<file path="src/rtl/tt_eval_pkg.sv">
// Shared types and constants for the truth-table evaluation engine.
package tt_eval_pkg;

   typedef enum logic [1:0] {
      IDLE  = 2'd0,
      SWEEP = 2'd1,
      DRAIN = 2'd2
   } state_t;

   localparam logic [7:0] TT_DEFAULT_3 = 8'h92;

endpackage

</file>
<file path="src/rtl/tt_eval_engine_if.sv">
// Configuration, stream, result and status signals of the evaluation engine.
interface tt_eval_engine_if #(
   parameter int N_IN = 3
);
   localparam int TT_W = 2**N_IN;

   logic            cfg_valid;
   logic [TT_W-1:0] cfg_tt;
   logic            cfg_ready;
   logic            start;
   logic            in_valid;
   logic [N_IN-1:0] in_vec;
   logic            in_ready;
   logic            out_valid;
   logic            out_ready;
   logic            out_bit;
   logic [N_IN-1:0] out_idx;
   logic            out_src;
   logic            busy;
   logic            done;
   logic [N_IN:0]   ones_cnt;

   modport master (
      output cfg_valid, cfg_tt, start, in_valid, in_vec, out_ready,
      input  cfg_ready, in_ready, out_valid, out_bit, out_idx, out_src, busy, done, ones_cnt
   );

   modport slave (
      input  cfg_valid, cfg_tt, start, in_valid, in_vec, out_ready,
      output cfg_ready, in_ready, out_valid, out_bit, out_idx, out_src, busy, done, ones_cnt
   );

endinterface

</file>
<file path="src/rtl/tt_out_slice.sv">
// Single-entry output register with valid/ready handshake; holds its contents
// while the consumer stalls.
module tt_out_slice #(
   parameter int N_IN = 3
) (
   input  logic            clk,
   input  logic            rst,
   input  logic            load_valid,
   input  logic            load_bit,
   input  logic [N_IN-1:0] load_idx,
   input  logic            load_src,
   input  logic            out_ready,
   output logic            out_valid,
   output logic            out_bit,
   output logic [N_IN-1:0] out_idx,
   output logic            out_src,
   output logic            slot_free,
   output logic            accept
);

   logic            valid_r;
   logic            bit_r;
   logic [N_IN-1:0] idx_r;
   logic            src_r;

   assign slot_free = !valid_r || out_ready;
   assign accept    = valid_r && out_ready;

   // Result register: refills whenever the slot is empty or being drained.
   always_ff @(posedge clk or posedge rst) begin
      if (rst) begin
         valid_r <= 1'b0;
         bit_r   <= 1'b0;
         idx_r   <= '0;
         src_r   <= 1'b0;
      end else if (slot_free) begin
         valid_r <= load_valid;
         if (load_valid) begin
            bit_r <= load_bit;
            idx_r <= load_idx;
            src_r <= load_src;
         end
      end
   end

   assign out_valid = valid_r;
   assign out_bit   = bit_r;
   assign out_idx   = idx_r;
   assign out_src   = src_r;

endmodule

</file>
<file path="src/rtl/tt_eval_engine.sv">
// Truth-table evaluator: one-cycle stream lookups in IDLE, or an exhaustive
// in-order sweep of the whole table with popcount of the emitted ones.
module tt_eval_engine
   import tt_eval_pkg::*;
#(
   parameter int              N_IN     = 3,
   parameter int              TT_W     = 2**N_IN,
   parameter logic [TT_W-1:0] RESET_TT = TT_W'(TT_DEFAULT_3)
) (
   input logic             clk,
   input logic             rst,
   tt_eval_engine_if.slave bus
);

   localparam logic [N_IN-1:0] LAST_IDX = N_IN'(TT_W - 1);

   state_t          state_r;
   state_t          state_s;
   logic [N_IN-1:0] idx_r;
   logic [N_IN-1:0] idx_s;
   logic [TT_W-1:0] table_r;
   logic [N_IN:0]   ones_r;
   logic            done_r;
   logic            done_s;
   logic            busy_r;

   logic            load_valid_s;
   logic            load_bit_s;
   logic [N_IN-1:0] load_idx_s;
   logic            load_src_s;

   logic            out_valid_s;
   logic            out_bit_s;
   logic [N_IN-1:0] out_idx_s;
   logic            out_src_s;
   logic            slot_free_s;
   logic            accept_s;

   logic            idle_s;
   logic            cfg_ready_s;
   logic            in_ready_s;
   logic            cfg_fire_s;
   logic            in_fire_s;
   logic            start_fire_s;

   assign idle_s       = (state_r == IDLE);
   assign cfg_ready_s  = idle_s && !out_valid_s;
   assign in_ready_s   = idle_s && slot_free_s;
   assign cfg_fire_s   = bus.cfg_valid && cfg_ready_s;
   assign in_fire_s    = bus.in_valid && in_ready_s;
   // A table load in the same cycle wins over a sweep request.
   assign start_fire_s = bus.start && cfg_ready_s && !cfg_fire_s;

   // Next-state, sweep index and output-register load selection.
   always_comb begin
      state_s      = state_r;
      idx_s        = idx_r;
      done_s       = 1'b0;
      load_valid_s = 1'b0;
      load_bit_s   = 1'b0;
      load_idx_s   = '0;
      load_src_s   = 1'b0;
      case (state_r)
         IDLE: begin
            if (in_fire_s) begin
               load_valid_s = 1'b1;
               load_bit_s   = table_r[bus.in_vec];
               load_idx_s   = bus.in_vec;
               load_src_s   = 1'b0;
            end else begin
               load_valid_s = 1'b0;
            end
            if (start_fire_s) begin
               state_s = SWEEP;
               idx_s   = '0;
            end else begin
               state_s = IDLE;
            end
         end
         SWEEP: begin
            if (slot_free_s) begin
               load_valid_s = 1'b1;
               load_bit_s   = table_r[idx_r];
               load_idx_s   = idx_r;
               load_src_s   = 1'b1;
               if (idx_r == LAST_IDX) begin
                  state_s = DRAIN;
               end else begin
                  idx_s = idx_r + N_IN'(1);
               end
            end else begin
               load_valid_s = 1'b0;
            end
         end
         DRAIN: begin
            // Only the final sweep result can sit in the register here.
            if (accept_s) begin
               done_s  = 1'b1;
               state_s = IDLE;
            end else begin
               state_s = DRAIN;
            end
         end
         default: begin
            state_s = IDLE;
         end
      endcase
   end

   // Control state, table, popcount and status registers.
   always_ff @(posedge clk or posedge rst) begin
      if (rst) begin
         state_r <= IDLE;
         idx_r   <= '0;
         table_r <= RESET_TT;
         ones_r  <= '0;
         done_r  <= 1'b0;
         busy_r  <= 1'b0;
      end else begin
         state_r <= state_s;
         idx_r   <= idx_s;
         done_r  <= done_s;
         busy_r  <= (state_s != IDLE);
         if (cfg_fire_s) begin
            table_r <= bus.cfg_tt;
         end
         if (start_fire_s) begin
            ones_r <= '0;
         end else if (accept_s && out_src_s && out_bit_s) begin
            ones_r <= ones_r + (N_IN+1)'(1);
         end
      end
   end

   tt_out_slice #(
      .N_IN (N_IN)
   ) u_out_slice (
      .clk        (clk),
      .rst        (rst),
      .load_valid (load_valid_s),
      .load_bit   (load_bit_s),
      .load_idx   (load_idx_s),
      .load_src   (load_src_s),
      .out_ready  (bus.out_ready),
      .out_valid  (out_valid_s),
      .out_bit    (out_bit_s),
      .out_idx    (out_idx_s),
      .out_src    (out_src_s),
      .slot_free  (slot_free_s),
      .accept     (accept_s)
   );

   assign bus.cfg_ready = cfg_ready_s;
   assign bus.in_ready  = in_ready_s;
   assign bus.out_valid = out_valid_s;
   assign bus.out_bit   = out_bit_s;
   assign bus.out_idx   = out_idx_s;
   assign bus.out_src   = out_src_s;
   assign bus.busy      = busy_r;
   assign bus.done      = done_r;
   assign bus.ones_cnt  = ones_r;

endmodule

</file>
<file path="src/flat_wrapper.sv">
// flat-port wrapper written by rule: the top's interface ports become plain ports
module tt_eval_engine_flat import tt_eval_pkg::*;
#(
   parameter int              N_IN     = 3,
   parameter int              TT_W     = 2**N_IN,
   parameter logic [TT_W-1:0] RESET_TT = TT_W'(TT_DEFAULT_3)
)
  (clk, rst, bus_cfg_valid, bus_cfg_tt, bus_start, bus_in_valid, bus_in_vec, bus_out_ready, bus_cfg_ready, bus_in_ready, bus_out_valid, bus_out_bit, bus_out_idx, bus_out_src, bus_busy, bus_done, bus_ones_cnt);
  tt_eval_engine_if #(.N_IN(N_IN)) bus_i ();
  input logic clk;
  input logic rst;
  input wire logic [$bits(bus_i.cfg_valid)-1:0] bus_cfg_valid;
  input wire logic [$bits(bus_i.cfg_tt)-1:0] bus_cfg_tt;
  input wire logic [$bits(bus_i.start)-1:0] bus_start;
  input wire logic [$bits(bus_i.in_valid)-1:0] bus_in_valid;
  input wire logic [$bits(bus_i.in_vec)-1:0] bus_in_vec;
  input wire logic [$bits(bus_i.out_ready)-1:0] bus_out_ready;
  output wire logic [$bits(bus_i.cfg_ready)-1:0] bus_cfg_ready;
  output wire logic [$bits(bus_i.in_ready)-1:0] bus_in_ready;
  output wire logic [$bits(bus_i.out_valid)-1:0] bus_out_valid;
  output wire logic [$bits(bus_i.out_bit)-1:0] bus_out_bit;
  output wire logic [$bits(bus_i.out_idx)-1:0] bus_out_idx;
  output wire logic [$bits(bus_i.out_src)-1:0] bus_out_src;
  output wire logic [$bits(bus_i.busy)-1:0] bus_busy;
  output wire logic [$bits(bus_i.done)-1:0] bus_done;
  output wire logic [$bits(bus_i.ones_cnt)-1:0] bus_ones_cnt;
  assign bus_i.cfg_valid = bus_cfg_valid;
  assign bus_i.cfg_tt = bus_cfg_tt;
  assign bus_i.start = bus_start;
  assign bus_i.in_valid = bus_in_valid;
  assign bus_i.in_vec = bus_in_vec;
  assign bus_i.out_ready = bus_out_ready;
  assign bus_cfg_ready = bus_i.cfg_ready;
  assign bus_in_ready = bus_i.in_ready;
  assign bus_out_valid = bus_i.out_valid;
  assign bus_out_bit = bus_i.out_bit;
  assign bus_out_idx = bus_i.out_idx;
  assign bus_out_src = bus_i.out_src;
  assign bus_busy = bus_i.busy;
  assign bus_done = bus_i.done;
  assign bus_ones_cnt = bus_i.ones_cnt;
  tt_eval_engine #(.N_IN(N_IN), .TT_W(TT_W), .RESET_TT(RESET_TT)) u_core (.clk(clk), .rst(rst), .bus(bus_i));
endmodule
</file>
<file path="config.mk">
export PLATFORM = sky130hd
export DESIGN_NAME = tt_eval_engine_flat
export DESIGN_NICKNAME = d
export VERILOG_FILES = /design/src/rtl/tt_eval_pkg.sv /design/src/rtl/tt_eval_engine_if.sv /design/src/rtl/tt_out_slice.sv /design/src/rtl/tt_eval_engine.sv /design/src/flat_wrapper.sv
export SDC_FILE = /design/constraint.sdc
export NUM_CORES = 1
export LEC_CHECK = 0
export ABC_AREA = 1
export BUFFER_PORTS_ARGS = -buffer_cell sky130_fd_sc_hd__buf_2
export CELL_PAD_IN_SITES_DETAIL_PLACEMENT = 2
export CELL_PAD_IN_SITES_GLOBAL_PLACEMENT = 2
export CORE_UTILIZATION = 32
export CTS_CLUSTER_DIAMETER = 50
export DETAILED_ROUTE_END_ITERATION = 10
export PLACE_DENSITY_LB_ADDON = 0.1
export SLEW_MARGIN = 0
export SYNTH_ARGS = -nofsm -noshare
export SYNTH_HDL_FRONTEND = slang
export SYNTH_HIERARCHICAL = 1
export SYNTH_SLANG_ARGS = --single-unit
</file>
<file path="constraint.sdc">
create_clock -name clk -period 2.8 [get_ports clk]
set_input_delay 0.84 -clock clk [delete_from_list [all_inputs] [get_ports clk]]
set_output_delay 0.84 -clock clk [all_outputs]
set_load 0.005 [all_outputs]
</file>
==> reports/metrics.yaml <==
run_status:
  status: "finished, final reports clean"
cts:
  clockRootBuffer: "clkbuf_8"
  hold_buffers: 0
  post_cts_buffers: 0
  clk_latency_ps: 270
  htree_levels: 1
  path_clk_slew_ps: 90
  cts.repair.resized: 0
  clock-sinks: 25
  cts_tree: "done"
  cts_made_buffers: 3
  clockBufferDepth: 2
place:
  place_congestion: 0.737
  portBuffers: 30
  dpl.hpwl_mm: 2.89
logic_synthesis:
  yosysUniqueCellTypes: 23
  synth_top_cell_by_area: "dfrtp_1"
  syn_avg_cell_area_sq_um: 7.75
  syn-num-nets: 195
  synth_seq_area_share_pct: 46.4
  synthDominantCellAreaShare_pct: 40.6
  synth_edf_count: 0
  synth.most_common_cell: "nand2_1"
  yosysWarnings: 6
  ys_top_cells_by_count: "55 x nand2_1, 24 x inv_1, 22 x dfrtp_1, 22 x nand3_1, 14 x nor2_1"
  synthFlopType: "dfrtp_1"
  synth_seq_cells: 25
  synth_area_sq_um: 1360
  synth_area_leaders: "dfrtp_1 41%, nand2_1 15%, nand3_1 8.1%"
  syn_inst: 175
  async_flop_share_pct: 100
route:
  firstDrtPassIters: 3
  ant_nets: 0
  drc_errors: 0
  drt-initial-drc-count: 29
  via_per_inst: 4.88
  num_vias: 1259
  wirelength_mm: 3.74
  drt-wirelength-per-cell_um: 14.5
critical_path:
  crit_required_ps: 1960
  worstSetupEndpointType: "output pin"
  critPathMaxFanout: 12
  cp-start-kind: "primary input"
  critPathKind: "in -> out"
  crit_arrival_ps: 1450
job:
  drv_cap: 0
timing:
  setup_violations: 0
  period_share_pct: 81.6
  max_slew.worst_pin.slew_ps: 828
  rsz0062_at_grt: "false"
  skew_ps: 5.30
  timing.final.hold_violations: 0
  relSlewSlack_pct: 44.8
  hold_ws_ps: 485
  tns_ps: 0
  fin_crit_ps: 2290
  max_freq_mhz: 437
  slew_violations: 0
die:
  num_rows: 23
  die_h_um: 67.1
  ios: 31
  initial_core_util_pct: 33.7
  chipWidth_um: 67.1
  dieArea_sq_um: 4500
  core_sq_um: 4030
global_routing:
  antenna_found_initial: 0
  grt_overflow: 0
  grt_pass1_vias: 1302
  grt_pass1_wl_mm: 6.31
  grt_usage_pct: 18.8
  grt_max_degree: 20
power:
  swShare_pct: 44.2
  share_comb_of_total_power_pct: 45.9
  leakage_nw: 0.927
  intPower_w: 0.000879
  p_sw_w: 0.000695
  peakVddDrop_mv: 0.236
  pwr_density_cell_nw_per_um2: 982
  pwr-share-seq_pct: 40.2
  clockPowerShare_pct: 13.9
cells_and_area:
  antenna-diode-count: 0
  drive_gt1_share_pct: 25.0
  nets: 229
  area_growth_pct: 18.3
min_path:
  min_path_type: "reg -> reg"
[cells by family after synthesis]
family | synth area share [%]
AOI/OAI and AO/OA | 7.47
adders and majority gates | 2.77
buffers and inverters | 7.93
DFF | 46.4
and+or+nand+nor | 35.4
[worst paths after layout]
path | from | end | slack, ps | depth (start not counted)
worst max-delay path | bus_out_ready | bus_in_ready | 510 | 5
max in group asynchronous | rst | u_core/bus.done | 1560 | 2
worst max register to register | u_core/u_out_slice/out_valid | u_core/u_out_slice/out_bit | 1300 | 9
worst min-delay path | u_core/u_out_slice/out_idx[2] | u_core/u_out_slice/out_idx[2] | 480 | 2
min in group asynchronous | rst | u_core/u_out_slice/out_idx[1] | 490 | 2
worst min register to register | u_core/u_out_slice/out_idx[2] | u_core/u_out_slice/out_idx[2] | 480 | 2
[sequential cells by signal, summed over array words and instances, names as in the netlist]
| signal | cells |
|---|---|
| u_core/u_out_slice/out_valid | 1 |
| u_core/u_out_slice/out_bit | 1 |
| u_core/u_out_slice/out_src | 1 |
| u_core/bus.ones_cnt | 4 |
| u_core/bus.busy | 1 |
| u_core/table_r | 8 |
| u_core/bus.done | 1 |
| u_core/state_r | 2 |
| u_core/idx_r | 3 |
| u_core/u_out_slice/out_idx | 3 |
[through the flow]
stage	utilization, %	instances	instance area (sq um)	setup WS (ps)	total power (W)
after floorplan	-	175	1360	732	0.00112
after global placement	38.7	254	1560	529	0.00131
after detailed placement	38.7	254	1560	507	0.00137
after CTS	39.8	258	1600	496	0.00161
after global routing	39.8	258	1600	457	0.00174
final	39.8	258	1600	514	0.00157
[power groups by stage]
| stage | combinational (W) | sequential (W) | clock, W |
|---|---|---|---|
| 2_1_floorplan | 0.000499 | 0.000619 | 0 |
| 3_3_place_gp | 0.000676 | 0.000634 | 0 |
| 3_5_place_dp | 0.000727 | 0.000645 | 0 |
| 4_1_cts | 0.000739 | 0.000637 | 0.000233 |
| 5_1_grt | 0.000841 | 0.000652 | 0.000242 |
| 6_report | 0.000723 | 0.000634 | 0.000219 |
[critical path, stage by stage]
cell,delay [ps]
buf_2,90
inv_1,50
nand2_4,140
nor3b_1,190
buf_2,140
[placed cells by master, fill, tap and decap left out, types with 2 or more instances in the layout]
master	netlist	final
nand2_1	55	55
buf_2	0	30
inv_1	24	24
nand3_1	22	22
dfrtp_1	22	22
nor2_1	14	14
nand2_4	4	4
a21oi_2	4	4
o21ai_0	4	4
clkbuf_8	0	3
nor2_2	3	3
a21oi_1	3	3
o22ai_1	3	3
ha_1	3	3
dfstp_2	3	3
nand4_1	2	2
[final cells by class]
cell class	count	area, sq um
Multi-Input combinational cell	124	619
Timing Repair Buffer	30	150
Clock buffer	3	41.3
Clock inverter	1	5.00
Inverter	25	96.3
Fill cell	490	2420
Sequential cell	25	629
Tap cell	50	62.6
[metal layers]
metal	wire (um)	track usage (%)
met5	0	0
met1	1690	23.5
met2	1930	33.9
met3	91	2.05
met4	27	4.79
(Power assumes the default switching activity.)
